### src/rtl/cache_ctrl_pkg.sv
// Shared state encoding and datapath mux select values for the cache controller.
package cache_ctrl_pkg;

  typedef enum logic [1:0] {
    IDLE      = 2'd0,
    COMPARE   = 2'd1,
    WRITEBACK = 2'd2,
    ALLOCATE  = 2'd3
  } cache_state_t;

  localparam logic ADDR_SEL_CPU    = 1'b0;
  localparam logic ADDR_SEL_VICTIM = 1'b1;
  localparam logic DATA_SEL_CPU    = 1'b0;
  localparam logic DATA_SEL_PMEM   = 1'b1;

endpackage

### src/rtl/plru_update.sv
// Tree pseudo-LRU update: marks the accessed way as most recently used by
// pointing every node on its root-to-leaf path away from it.
module plru_update #(
  parameter int num_ways = 2,
  localparam int way_number = 2 ** num_ways
) (
  input  logic [way_number-2:0] lru_output,
  input  logic [num_ways-1:0]   way,
  output logic [way_number-2:0] lru_input
);

  always_comb begin
    lru_input = lru_output;
    // Level l nodes start at heap index 2**l-1; the upper l bits of way pick the node.
    for (int l = 0; l < num_ways; l++) begin
      for (int n = 0; n < way_number - 1; n++) begin
        if (n == (2 ** l) - 1 + (int'(way) >> (num_ways - l)))
          lru_input[n] = ~way[num_ways-1-l];
      end
    end
  end

endmodule

### src/rtl/cache_control.sv
// Sequencing FSM for the set-associative cache: compare, writeback, allocate.
// Optional performance counters are enabled with the CACHE_PERF_CNT_EN macro.
module cache_control
  import cache_ctrl_pkg::*;
#(
  parameter int num_ways = 2,
  localparam int way_number = 2 ** num_ways
) (
  input  logic                  clk,
  input  logic                  rst,
  input  logic                  mem_read,
  input  logic                  mem_write,
  output logic                  mem_resp,
  output logic                  pmem_read,
  output logic                  pmem_write,
  input  logic                  pmem_resp,
  input  logic                  hit,
  input  logic [num_ways-1:0]   hit_path,
  input  logic                  lru_dirty_bit,
  input  logic                  lru_valid_bit,
  input  logic [num_ways-1:0]   lru_path,
  input  logic [way_number-2:0] lru_output,
  output logic [way_number-2:0] lru_input,
  output logic                  load_lru,
  output logic [way_number-1:0] load_tag_array,
  output logic [way_number-1:0] load_valid_array,
  output logic [way_number-1:0] load_data_array,
  output logic [way_number-1:0] load_dirty_array,
  output logic [way_number-1:0] dirty_input_array,
  output logic                  addr_bit,
  output logic                  data_bit
`ifdef CACHE_PERF_CNT_EN
  ,
  output logic [31:0]           hit_count,
  output logic [31:0]           miss_count,
  output logic [31:0]           writeback_count
`endif
);

  cache_state_t          state;
  logic                  victim_dirty;
  logic [way_number-1:0] hit_oh;
  logic [way_number-1:0] lru_oh;
  logic [way_number-2:0] plru_next;

  assign victim_dirty = lru_valid_bit & lru_dirty_bit;
  assign hit_oh       = way_number'(1) << hit_path;
  assign lru_oh       = way_number'(1) << lru_path;

  plru_update #(.num_ways(num_ways)) u_plru (
    .lru_output(lru_output),
    .way       (hit_path),
    .lru_input (plru_next)
  );

  always_ff @(posedge clk) begin
    if (!rst) begin
      state <= IDLE;
    end else begin
      case (state)
        IDLE:      if (mem_read | mem_write) state <= COMPARE;
        COMPARE: begin
          if (hit)               state <= IDLE;
          else if (victim_dirty) state <= WRITEBACK;
          else                   state <= ALLOCATE;
        end
        WRITEBACK: if (pmem_resp) state <= ALLOCATE;
        ALLOCATE:  if (pmem_resp) state <= COMPARE;
        default:   state <= IDLE;
      endcase
    end
  end

  // Strobes react to hit/pmem_resp in the same cycle so the arrays load on time.
  always_comb begin
    mem_resp          = 1'b0;
    pmem_read         = 1'b0;
    pmem_write        = 1'b0;
    load_lru          = 1'b0;
    lru_input         = lru_output;
    load_tag_array    = '0;
    load_valid_array  = '0;
    load_data_array   = '0;
    load_dirty_array  = '0;
    dirty_input_array = '0;
    addr_bit          = ADDR_SEL_CPU;
    data_bit          = DATA_SEL_CPU;
    case (state)
      COMPARE: begin
        if (hit) begin
          mem_resp  = 1'b1;
          load_lru  = 1'b1;
          lru_input = plru_next;
          if (mem_write) begin
            load_data_array   = hit_oh;
            load_dirty_array  = hit_oh;
            dirty_input_array = hit_oh;
          end
        end
      end
      WRITEBACK: begin
        addr_bit   = ADDR_SEL_VICTIM;
        pmem_write = 1'b1;
      end
      ALLOCATE: begin
        pmem_read = 1'b1;
        if (pmem_resp) begin
          data_bit         = DATA_SEL_PMEM;
          load_data_array  = lru_oh;
          load_tag_array   = lru_oh;
          load_valid_array = lru_oh;
          load_dirty_array = lru_oh;
        end
      end
      default: ;
    endcase
  end

`ifdef CACHE_PERF_CNT_EN
  logic req_missed;

  // A request that missed once finishes with a hit on re-lookup; that is not a hit.
  always_ff @(posedge clk) begin
    if (!rst) begin
      hit_count       <= '0;
      miss_count      <= '0;
      writeback_count <= '0;
      req_missed      <= 1'b0;
    end else begin
      if (state == IDLE) req_missed <= 1'b0;
      if (state == COMPARE && hit && !req_missed) hit_count <= hit_count + 32'd1;
      if (state == COMPARE && !hit) begin
        miss_count <= miss_count + 32'd1;
        req_missed <= 1'b1;
      end
      if (state == WRITEBACK && pmem_resp) writeback_count <= writeback_count + 32'd1;
    end
  end
`endif

  req_held: assert property (@(posedge clk) disable iff (!rst)
    (state != IDLE) |-> (mem_read | mem_write));

endmodule

### config.mk
export PLATFORM = sky130hd
export DESIGN_NAME = cache_control
export DESIGN_NICKNAME = d
export VERILOG_FILES = /design/src/rtl/cache_ctrl_pkg.sv /design/src/rtl/plru_update.sv /design/src/rtl/cache_control.sv
export SDC_FILE = /design/constraint.sdc
export NUM_CORES = 1
export LEC_CHECK = 0
export BUFFER_PORTS_ARGS = -buffer_cell sky130_fd_sc_hd__buf_2
export CAP_MARGIN = 20
export CORE_AREA = 2 2 39 41
export CTS_CLUSTER_DIAMETER = 80
export DETAILED_ROUTE_END_ITERATION = 10
export DIE_AREA = 0 0 41 43
export PLACE_DENSITY = 0.71
export RECOVER_POWER = 50
export SETUP_SLACK_MARGIN = 0.3
export SLEW_MARGIN = 20
export SYNTH_ARGS = -nofsm -noshare
export SYNTH_HDL_FRONTEND = slang
export SYNTH_SLANG_ARGS = --single-unit
### constraint.sdc
create_clock -name clk -period 2.5 [get_ports clk]
set_clock_uncertainty 0.15 [all_clocks]
set_input_delay 0.25 -clock clk [delete_from_list [all_inputs] [get_ports clk]]
set_output_delay 0.25 -clock clk [all_outputs]
set_load 0.005 [all_outputs]
==> out/metrics.yaml, run 1 <==
die:
  die_area_um2: 1760
  start_util_pct: 28.5
  die_w_um: 41
  num_io_pins: 44
  die_h_um: 43
  rows: 14
  core_area_um2: 1380
drt:
  drt_iter0_markers: 5
  drtPass1Iterations: 2
  vias: 519
  drc: 0
  via_per_inst: 4.68
  antenna_left: 0
  wl_um: 1110
  wl_per_cell_um: 10.0
global_routing:
  grt_pass1_vias: 444
  grt_util_all_layers_pct: 14.1
  grt_start_max_net_pins: 9
  grt_pass1_wl_um: 1750
  antenna_found_initial: 0
  grt_overflow: 0
cts:
  postCtsSetupRepairBufs: 0
  cts_made_buffers: 3
  cts_tree: "yes"
  cts_hold_buffers: 0
  cts_sinks: 2
  clkTransAtPathRegs_ns: 0.03
  root_buffer: "clkbuf_4"
  clk_latency_ns: 0.22
  ctsResizeCount: 0
  htreeDepth: 1
  clockBufferDepth: 2
synth:
  synth.most_common_cell: "buf_4"
  synth_area_leader_cell: "buf_4"
  async_reset_ff_share_pct: 0
  synth_fp_nets: 78
  ys.flop_type: "dfxtp_1"
  synth_top_area_share_pct: 19.0
  syn_area_per_cell_um2: 6.68
  synth_seq_area_share_pct: 10.2
  synth_warnings: 0
  synthTopCellsByCount: "10 x buf_4, 7 x inv_1, 6 x nand2_1"
  synth-edff-count: 0
  synth.distinct_cells: 22
  yosys_register_bits: 2
  syn_area_um2: 394
  syn_inst: 59
  synth.area.top_cells: "buf_4 19%, ha_1 13%, dfxtp_1 10%"
setup_path:
  reg2reg_from: "state[0]"
  cp_slowest_cell: "dfxtp_1"
  criticalPathCategory: "reg2out"
  worstPathMaxFanout: 5
  max_stage_delay_ns: 0.39
  critPathTopFamily: "simple AND/OR/NAND/NOR gates"
  arrival_ns: 1.55
  crit_buf_inv: 1
  cp-startpoint: "state[0]"
  worst_setup_path_start_kind: "flip-flop"
  cp-end-kind: "output pin"
  cp.required_ns: 2.10
  cp_cell_sequence: "ha_1 > nand2_1 > nor3_1 > or2_2 > buf_2"
pwr:
  leakage_nw: 0.345
  peakVddDrop_uv: 161
  power_per_cell_area_nw_per_um2: 328
flow_run:
  cap_violations: 0
finish:
  drive_gt1_share_pct: 42.1
  syn_to_final_growth_pct: 43.5
  largest_reg_flops: 2
  regMostFlops: "state"
  nets: 116
  n_antenna_cell: 0
  reg_top3: "state (2)"
sta:
  hold-worst-slack_ns: 0.166
  rsz0062_at_grt: "false"
  slew_headroom_pct: 71.1
  fmax_ghz: 0.513
  drv_slew: 0
  tightestPinTransition_ns: 0.429
  min_period_over_period_pct: 78.0
  finalSetupViolations: 0
  tns_ns: 0
  finalCriticalPeriod_ns: 1.95
  finalHoldViolCount: 0
placement:
  numPortBuffers: 43
  routabilityCongestion: 0.653
  place_hpwl_um: 968
hold_path:
  holdCritStartpoint: "rst"
  worstHoldPathType: "in2reg"
status:
  status: "complete, no violations"
where the power goes:
part	switching, mW	internal, mW	total [mW]	leakage (nW)
Sequential	0.00428	0.0357	0.0400	0.0165
Combinational	0.0409	0.0348	0.0757	0.315
Clock	0.0168	0.0528	0.0696	0.0138
area by class of cell:
cell class,count,area [µm²]
timing repair buffer,43,204
sequential,2,40.0
inverter,7,26.3
clock buffer,3,22.5
fill,162,818
multi-input combinational,40,253
tap,16,20.0
cell usage in the layout (no fill, tap or decap):
cell	netlist	final
a21oi_2	1	1
o22ai_1	2	2
ha_1	4	4
o31ai_1	1	1
or4b_1	1	1
nand4_1	1	1
o211ai_1	1	1
clkbuf_4	0	3
nand3_1	3	3
o311ai_0	0	1
nor2_1	5	5
mux2i_1	1	1
clkbuf_1	0	9
nand2_1	6	6
nand2b_1	1	1
o21ai_0	3	3
dfxtp_1	2	2
a21oi_1	1	1
buf_2	0	34
or2_2	2	2
nor2b_1	1	1
o32a_1	1	1
nor3_1	4	4
inv_1	7	7
per-stage QoR:
| stage | cells | power [mW] | cell area (µm²) | utilization [%] | worst slack, ns |
|---|---|---|---|---|---|
| after CTS | 111 | 0.191 | 577 | 41.7 | 0.544 |
| after global placement | 108 | 0.115 | 554 | 40.1 | 0.845 |
| final | 111 | 0.185 | 566 | 40.9 | 0.551 |
| after floorplan | 59 | 0.0861 | 394 | - | 0.883 |
| after global routing | 111 | 0.207 | 566 | 40.9 | 0.395 |
| after detailed placement | 108 | 0.118 | 554 | 40.1 | 0.783 |
final timing paths:
kind / endpoint / depth (start not counted) / slack [ns]
setup / recovery: load_data_array[0] / 5 / 0.55
hold / removal: state[1] / 3 / 0.17
setup reg to reg: state[0] / 5 / 0.99
hold reg to reg: state[1] / 2 / 0.35
worst register-to-register path, cell delays in order, from the launching register on:
cell and delay, ns:
dfxtp_1 0.34, inv_1 0.10, ha_1 0.17, or4b_1 0.43
o311ai_0 0.15, a21oi_2 0.04
per-layer routing:
layer / vias up / track usage, % / part of all wire [%]
met3: 0 / 3.14 / 8.7
met1: 228 / 17.5 / 40
li1: 268 / - / -
met5: - / 0 / 0
met2: 23 / 22.2 / 51
met4: 0 / 6.00 / 0
logic make-up after synthesis:
group                    after synthesis  synth area share [%]
AO/OA/AOI/OAI                         11                  19.0
adder cells (fa/ha/maj)                4                  12.7
buffers and inverters                 17                  25.7
flip-flops                             2                  10.2
multiplexers                           1                  2.54
AND/OR/NAND/NOR                       24                  29.8
Note: power is estimated with default switching activity, not from simulation.
==> run 2: changes to the inputs <==
==> constraint.sdc (replaced) <==
create_clock -name clk -period 1.8 [get_ports clk]
set_clock_uncertainty 0.15 [all_clocks]
set_input_delay 0.18 -clock clk [delete_from_list [all_inputs] [get_ports clk]]
set_output_delay 0.18 -clock clk [all_outputs]
set_load 0.005 [all_outputs]
==> run 2 against run 1 <==
Setup slack got worse by 0.37 ns. Cell count increased by 5.4%. Final area increased by 42%. Core utilization increased by 17 points. Power increased by 79%. Sequential share of layout area decreased by 1.2 points. Clock power increased by 37%. Largest cell class unchanged. Register-to-register slack got worse by 0.79 ns. Via count increased by 7.9%. Global-route usage increased by 0.33 points. Critical endpoint is now load_data_array[2]. Non-clock buffer count increased by 6. Flip-flop and latch count unchanged.
==> out/metrics.yaml, run 2 (synthesis gave the netlist of run 1 again) <==
cts:
  cts_sinks: 2  # unchanged
  cts_hold_buffers: 0  # unchanged
  clk_latency_ns: 0.22  # about the same
  cts_made_buffers: 3  # unchanged
  clockBufferDepth: 2  # unchanged
  root_buffer: "clkbuf_4"  # unchanged
  cts_tree: "yes"  # unchanged
  htreeDepth: 1  # unchanged
  clkTransAtPathRegs_ns: 0.03  # about the same
drt:
  antenna_left: 0  # unchanged
  via_per_inst: 4.79  # was 4.68
  drtPass1Iterations: 4  # was 2
  drt_iter0_markers: 2  # was 5
  drc: 0  # unchanged
  vias: 560  # was 519
  wl_per_cell_um: 11.2  # was 10.0 µm
  wl_um: 1310  # was 1110 µm
finish:
  regMostFlops: "state"  # unchanged
  mostFrequentLayoutCell: "buf_2"  # unchanged
  final_cell_mix: "38 x buf_2, 5 x nand2_1, 5 x inv_1"  # was 34 x buf_2, 9 x clkbuf_1, 7 x inv_1
  fill_cells: 125  # was 162
  n_antenna_cell: 0  # unchanged
  syn_to_final_growth_pct: 104  # was 43.5%
  layout.cells.non_filler: 117  # was 111
  final_area_um2: 803  # was 566 µm²
  largest_reg_flops: 2  # unchanged
  nets: 122  # was 116
  drive_gt1_share_pct: 71.3  # was 42.1%
  reg_top3: "state (2)"  # unchanged
  final_core_util_pct: 58.0  # was 40.9%
setup_path:
  cp-end-kind: "output pin"  # unchanged
  reg2reg_from: "state[1]"  # was state[0]
  arrival_ns: 1.29  # was 1.55 ns
  worstPathMaxFanout: 3  # was 5
  max_stage_delay_ns: 0.36  # was 0.39 ns
  worst_setup_path_start_kind: "flip-flop"  # unchanged
  r2r_setup_slack_ns: 0.20  # was 0.99 ns
  cp_cell_sequence: "ha_4 > nand2_4 > nor3_4 > or2_4 > buf_2"  # was ha_1 > nand2_1 > nor3_1 > or2_2 > buf_2
  cp_slowest_cell: "dfxtp_4"  # was dfxtp_1
  ff2ff_path_depth: 7  # was 5
  criticalPathCategory: "reg2out"  # unchanged
  cp.required_ns: 1.47  # was 2.10 ns
  r2r_end: "state[0]"  # unchanged
sta:
  min_period_over_period_pct: 90.1
  fmax_ghz: 0.617
  finalSetupViolations: 0  # unchanged
  finalHoldViolCount: 0  # unchanged
  slew_headroom_pct: 83.9  # was 71.1%
  tightestPinTransition_ns: 0.241  # was 0.429 ns
  rsz0062_at_grt: "true"  # was false
  finalCriticalPeriod_ns: 1.62
  tns_ns: 0  # unchanged
  drv_slew: 0  # unchanged
hold_path:
  holdPathEnd: "state[0]"  # was state[1]
  holdCritStartpoint: "rst"  # unchanged
  hold_depth: 3  # unchanged
  worstHoldPathType: "in2reg"  # unchanged
placement:
  dp_cells: 108  # unchanged
  numPortBuffers: 43  # unchanged
  postPlaceCellArea_um2: 573  # was 554 µm²
  routabilityCongestion: 0.635  # was 0.653
  place_hpwl_um: 909  # was 968 µm
die:
  core_area_um2: 1380  # unchanged
  rows: 14  # unchanged
  num_io_pins: 44  # unchanged
  die_h_um: 43  # unchanged
  start_util_pct: 28.5  # unchanged
  die_w_um: 41  # unchanged
  die_area_um2: 1760  # unchanged
global_routing:
  grt_pass1_wl_um: 1810  # was 1750 µm
  grt_start_max_net_pins: 9  # unchanged
  grt_overflow: 0  # unchanged
  grt_pass1_vias: 460  # was 444
  antenna_found_initial: 0  # unchanged
  grt_util_all_layers_pct: 14.4  # was 14.1%
flow_run:
  cap_violations: 0  # unchanged
pwr:
  power_per_cell_area_nw_per_um2: 413  # was 328 nW/µm²
  peakVddDrop_uv: 313  # was 161 µV
  leakage_nw: 0.436  # was 0.345 nW
status:
  status: "complete, no violations"  # unchanged
==> run 2: per-stage QoR <==
step	hold WS (ns)	power [mW]	setup slack, ns
after floorplan	0.168	0.122	0.326
after global placement	0.310	0.162	0.324
after detailed placement	0.306	0.165	0.290
after CTS	0.0700	0.295	0.166
after global routing	0.0946	0.362	0.115
final	0.0974	0.332	0.178
==> run 2: cell type report <==
class                           count  area (µm²)  share of cell area [%]
Inverter                            7        31.3                    3.89
Tap cell                           16        20.0                    2.49
Sequential cell                     2        47.5                    5.92
Clock buffer                        3        22.5                    2.80
Multi-Input combinational cell     40         413                    51.4
Timing Repair Buffer               49         269                    33.5
==> run 2: layer usage <==
layer  up-vias  wire [µm]  GRT usage [%]
li1        279          -              -
met1       257        509           17.9
met2        24        702           23.8
met3         0         95           3.14
met4         0          0           4.00
met5         -          0              0
==> run 2: power breakdown <==
part,switching [mW],internal (mW)
registers,0.0110,0.0503
clock network,0.0222,0.0733
logic,0.0873,0.0875
total,0.120,0.211
==> run 2: worst max path at each step <==
stage | start | cells past startpoint | to
finish | state[0] | 5 | load_data_array[2]
global route | state[1] | 6 | load_dirty_array[0]
CTS | state[1] | 6 | load_dirty_array[0]
detailed placement | state[0] | 5 | load_data_array[2]
global placement | state[1] | 6 | load_data_array[0]
floorplan | state[1] | 6 | load_dirty_array[2]
==> run 2: repair_timing <==
item,in CTS,in global routing
endpoints found under the setup margin,26,29
pin swaps,8,6
gates resized for setup,18,20
buffers inserted,4,2
==> run 2: worst max-delay path: cells and delay by family, from the launching register on <==
| kind | cells | cell delay (ns) |
|---|---|---|
| adders and majority gates | 1 | 0.19 |
| buffers and inverters | 1 | 0.12 |
| DFF | 1 | 0.36 |
| and+or+nand+nor | 3 | 0.40 |
==> run 3: changes to the inputs <==
==> constraint.sdc (replaced) <==
create_clock -name clk -period 1.75 [get_ports clk]
set_clock_uncertainty 0.15 [all_clocks]
set_input_delay 0.175 -clock clk [delete_from_list [all_inputs] [get_ports clk]]
set_output_delay 0.175 -clock clk [all_outputs]
set_load 0.005 [all_outputs]
==> run 3 against run 2 <==
Setup slack got worse by 0.047 ns. Flip-flop and latch count unchanged. Clock-buffer cell count unchanged. Combinational power decreased by 6%.
==> out/metrics.yaml, run 3 (synthesis gave the netlist of run 1 again) <==
drt:
  wl_per_cell_um: 11.1  # was 11.2 µm
  wl_um: 1300  # was 1310 µm
  vias: 548  # was 560
  via_per_inst: 4.68  # was 4.79
  drc: 0  # unchanged
  drt_iter0_markers: 3  # was 2
  drtPass1Iterations: 2  # was 4
  antenna_left: 0  # unchanged
setup_path:
  crit_buf_inv: 1  # unchanged
  cp_slowest_cell: "dfxtp_4"  # unchanged
  worst_setup_path_start_kind: "flip-flop"  # unchanged
  reg2reg_from: "state[1]"  # unchanged
  cp.required_ns: 1.42  # was 1.47 ns
  critPathTopFamily: "simple AND/OR/NAND/NOR gates"  # unchanged
  worstPathMaxFanout: 4  # was 3
  cp-end-kind: "output pin"  # unchanged
  r2r_end: "state[0]"  # unchanged
  criticalPathCategory: "reg2out"  # unchanged
  ff2ff_path_depth: 6  # was 7
  arrival_ns: 1.29  # about the same
  r2r_setup_slack_ns: 0.20  # about the same
  max_stage_delay_ns: 0.36  # about the same
  cp_cell_sequence: "ha_4 > nand2_4 > nor3_4 > or2_4 > buf_6"  # was ha_4 > nand2_4 > nor3_4 > or2_4 > buf_2
pwr:
  leakage_nw: 0.438  # was 0.436 nW
  power_per_cell_area_nw_per_um2: 410  # was 413 nW/µm²
  peakVddDrop_uv: 284  # was 313 µV
finish:
  fill_cells: 143  # was 125
  reg_top3: "state (2)"  # unchanged
  largest_reg_flops: 2  # unchanged
  final_area_um2: 798  # was 803 µm²
  drive_gt1_share_pct: 71.3  # unchanged
  register_area_um2: 47.5  # unchanged
  regMostFlops: "state"  # unchanged
  final_cell_mix: "38 x buf_2, 5 x nand2_1, 5 x inv_1, 5 x buf_4, 4 x nor2_1"  # was 38 x buf_2, 5 x nand2_1, 5 x inv_1
  syn_to_final_growth_pct: 103  # was 104%
  n_antenna_cell: 0  # unchanged
  mostFrequentLayoutCell: "buf_2"  # unchanged
  nets: 122  # unchanged
  layout.cells.non_filler: 117  # unchanged
  multi_input_area_um2: 407  # was 413 µm²
cts:
  clkTransAtPathRegs_ns: 0.03  # about the same
  cts_made_buffers: 3  # unchanged
  clk_latency_ns: 0.22  # about the same
  htreeDepth: 1  # unchanged
  cts_sinks: 2  # unchanged
  clockBufferDepth: 2  # unchanged
  root_buffer: "clkbuf_4"  # unchanged
  cts_hold_buffers: 0  # unchanged
  cts_tree: "yes"  # unchanged
sta:
  fmax_ghz: 0.618
  slew_headroom_pct: 84.7  # was 83.9%
  finalHoldViolCount: 0  # unchanged
  rsz0062_at_grt: "true"  # unchanged
  tns_ns: 0  # unchanged
  min_period_over_period_pct: 92.5
  drv_slew: 0  # unchanged
  tightestPinTransition_ns: 0.229  # was 0.241 ns
  finalCriticalPeriod_ns: 1.62
  finalSetupViolations: 0  # unchanged
global_routing:
  grt_util_all_layers_pct: 17.2  # was 14.4%
  grt_pass1_wl_um: 2090  # was 1810 µm
  grt_overflow: 0  # unchanged
  antenna_found_initial: 0  # unchanged
  grt_pass1_vias: 499  # was 460
  grt_start_max_net_pins: 9  # unchanged
flow_run:
  cap_violations: 0  # unchanged
die:
  die_h_um: 43  # unchanged
  start_util_pct: 28.5  # unchanged
  num_io_pins: 44  # unchanged
  rows: 14  # unchanged
  die_area_um2: 1760  # unchanged
  core_area_um2: 1380  # unchanged
  die_w_um: 41  # unchanged
placement:
  routabilityCongestion: 0.629  # was 0.635
  place_hpwl_um: 924  # was 909 µm
  postPlaceCellArea_um2: 609  # was 573 µm²
  dp_cells: 108  # unchanged
  numPortBuffers: 43  # unchanged
hold_path:
  holdCritStartpoint: "rst"  # unchanged
  worstHoldPathType: "in2reg"  # unchanged
  holdPathEnd: "state[0]"  # unchanged
  hold_depth: 3  # unchanged
status:
  status: "complete, no violations"  # unchanged
==> run 3: cell types whose count changed in the layout (fill, tap and decap cells not counted), sizes merged <==
cell and change:
clkbuf -1, buf +1
==> run 3: worst max path at each step <==
| stage | start | end | slack (ns) | depth (start not counted) |
|---|---|---|---|---|
| after floorplan | state[1] | load_dirty_array[2] | 0.30 | 6 |
| after global placement | state[1] | load_data_array[0] | 0.30 | 6 |
| after detailed placement | state[0] | state[0] | 0.27 | 5 |
| after CTS | state[1] | load_dirty_array[3] | 0.14 | 5 |
| after global routing | state[1] | lru_input[1] | 0.04 | 6 |
| final | state[0] | load_dirty_array[0] | 0.13 | 5 |
==> run 3: what timing repair did <==
item                       CTS  global route
resized for setup           23            10
setup buffers                5             1
gates cloned                 0             0
pin swaps                    8             5
setup endpoints to repair   27            29
==> run 3: area by class of cell <==
cell class                      instances  share of cell area, %
Sequential cell                         2                   5.96
Tap cell                               16                   2.51
Inverter                                7                   3.61
Clock buffer                            3                   2.82
Timing Repair Buffer                   49                   34.2
Multi-Input combinational cell         40                   50.9
==> run 3: power by group <==
part	total [mW]	switching [mW]	internal, mW
logic	0.165	0.0849	0.0804
registers	0.0631	0.0114	0.0518
clock network	0.0987	0.0233	0.0754
total	0.327	0.120	0.208
==> run 3: metrics by stage <==
stage	hold WS (ns)	total power [mW]	utilization [%]	setup WS, ns
finish	0.0896	0.327	57.7	0.131
floorplan	0.164	0.136	-	0.303
global route	0.0823	0.361	57.7	0.0364
global placement	0.300	0.179	44.0	0.296
CTS	0.0735	0.326	56.3	0.141
detailed placement	0.300	0.182	44.0	0.267
==> run 3: routing by layer <==
metal / share of wire (%) / up-vias / track usage (%)
met5: 0 / - / 0
met4: 0 / 0 / 6.00
met3: 7.8 / 0 / 4.71
met2: 52 / 26 / 26.3
met1: 40 / 243 / 22.4
li1: - / 279 / -
==> run 3: worst reg2reg max path, delay by kind of cell, from the launching register on <==
family          cells  cell delay, ns
flops               1            0.35
simple gates        1            0.49
compound gates      2            0.15
fa+ha+maj           1            0.12
buf+inv             2            0.17
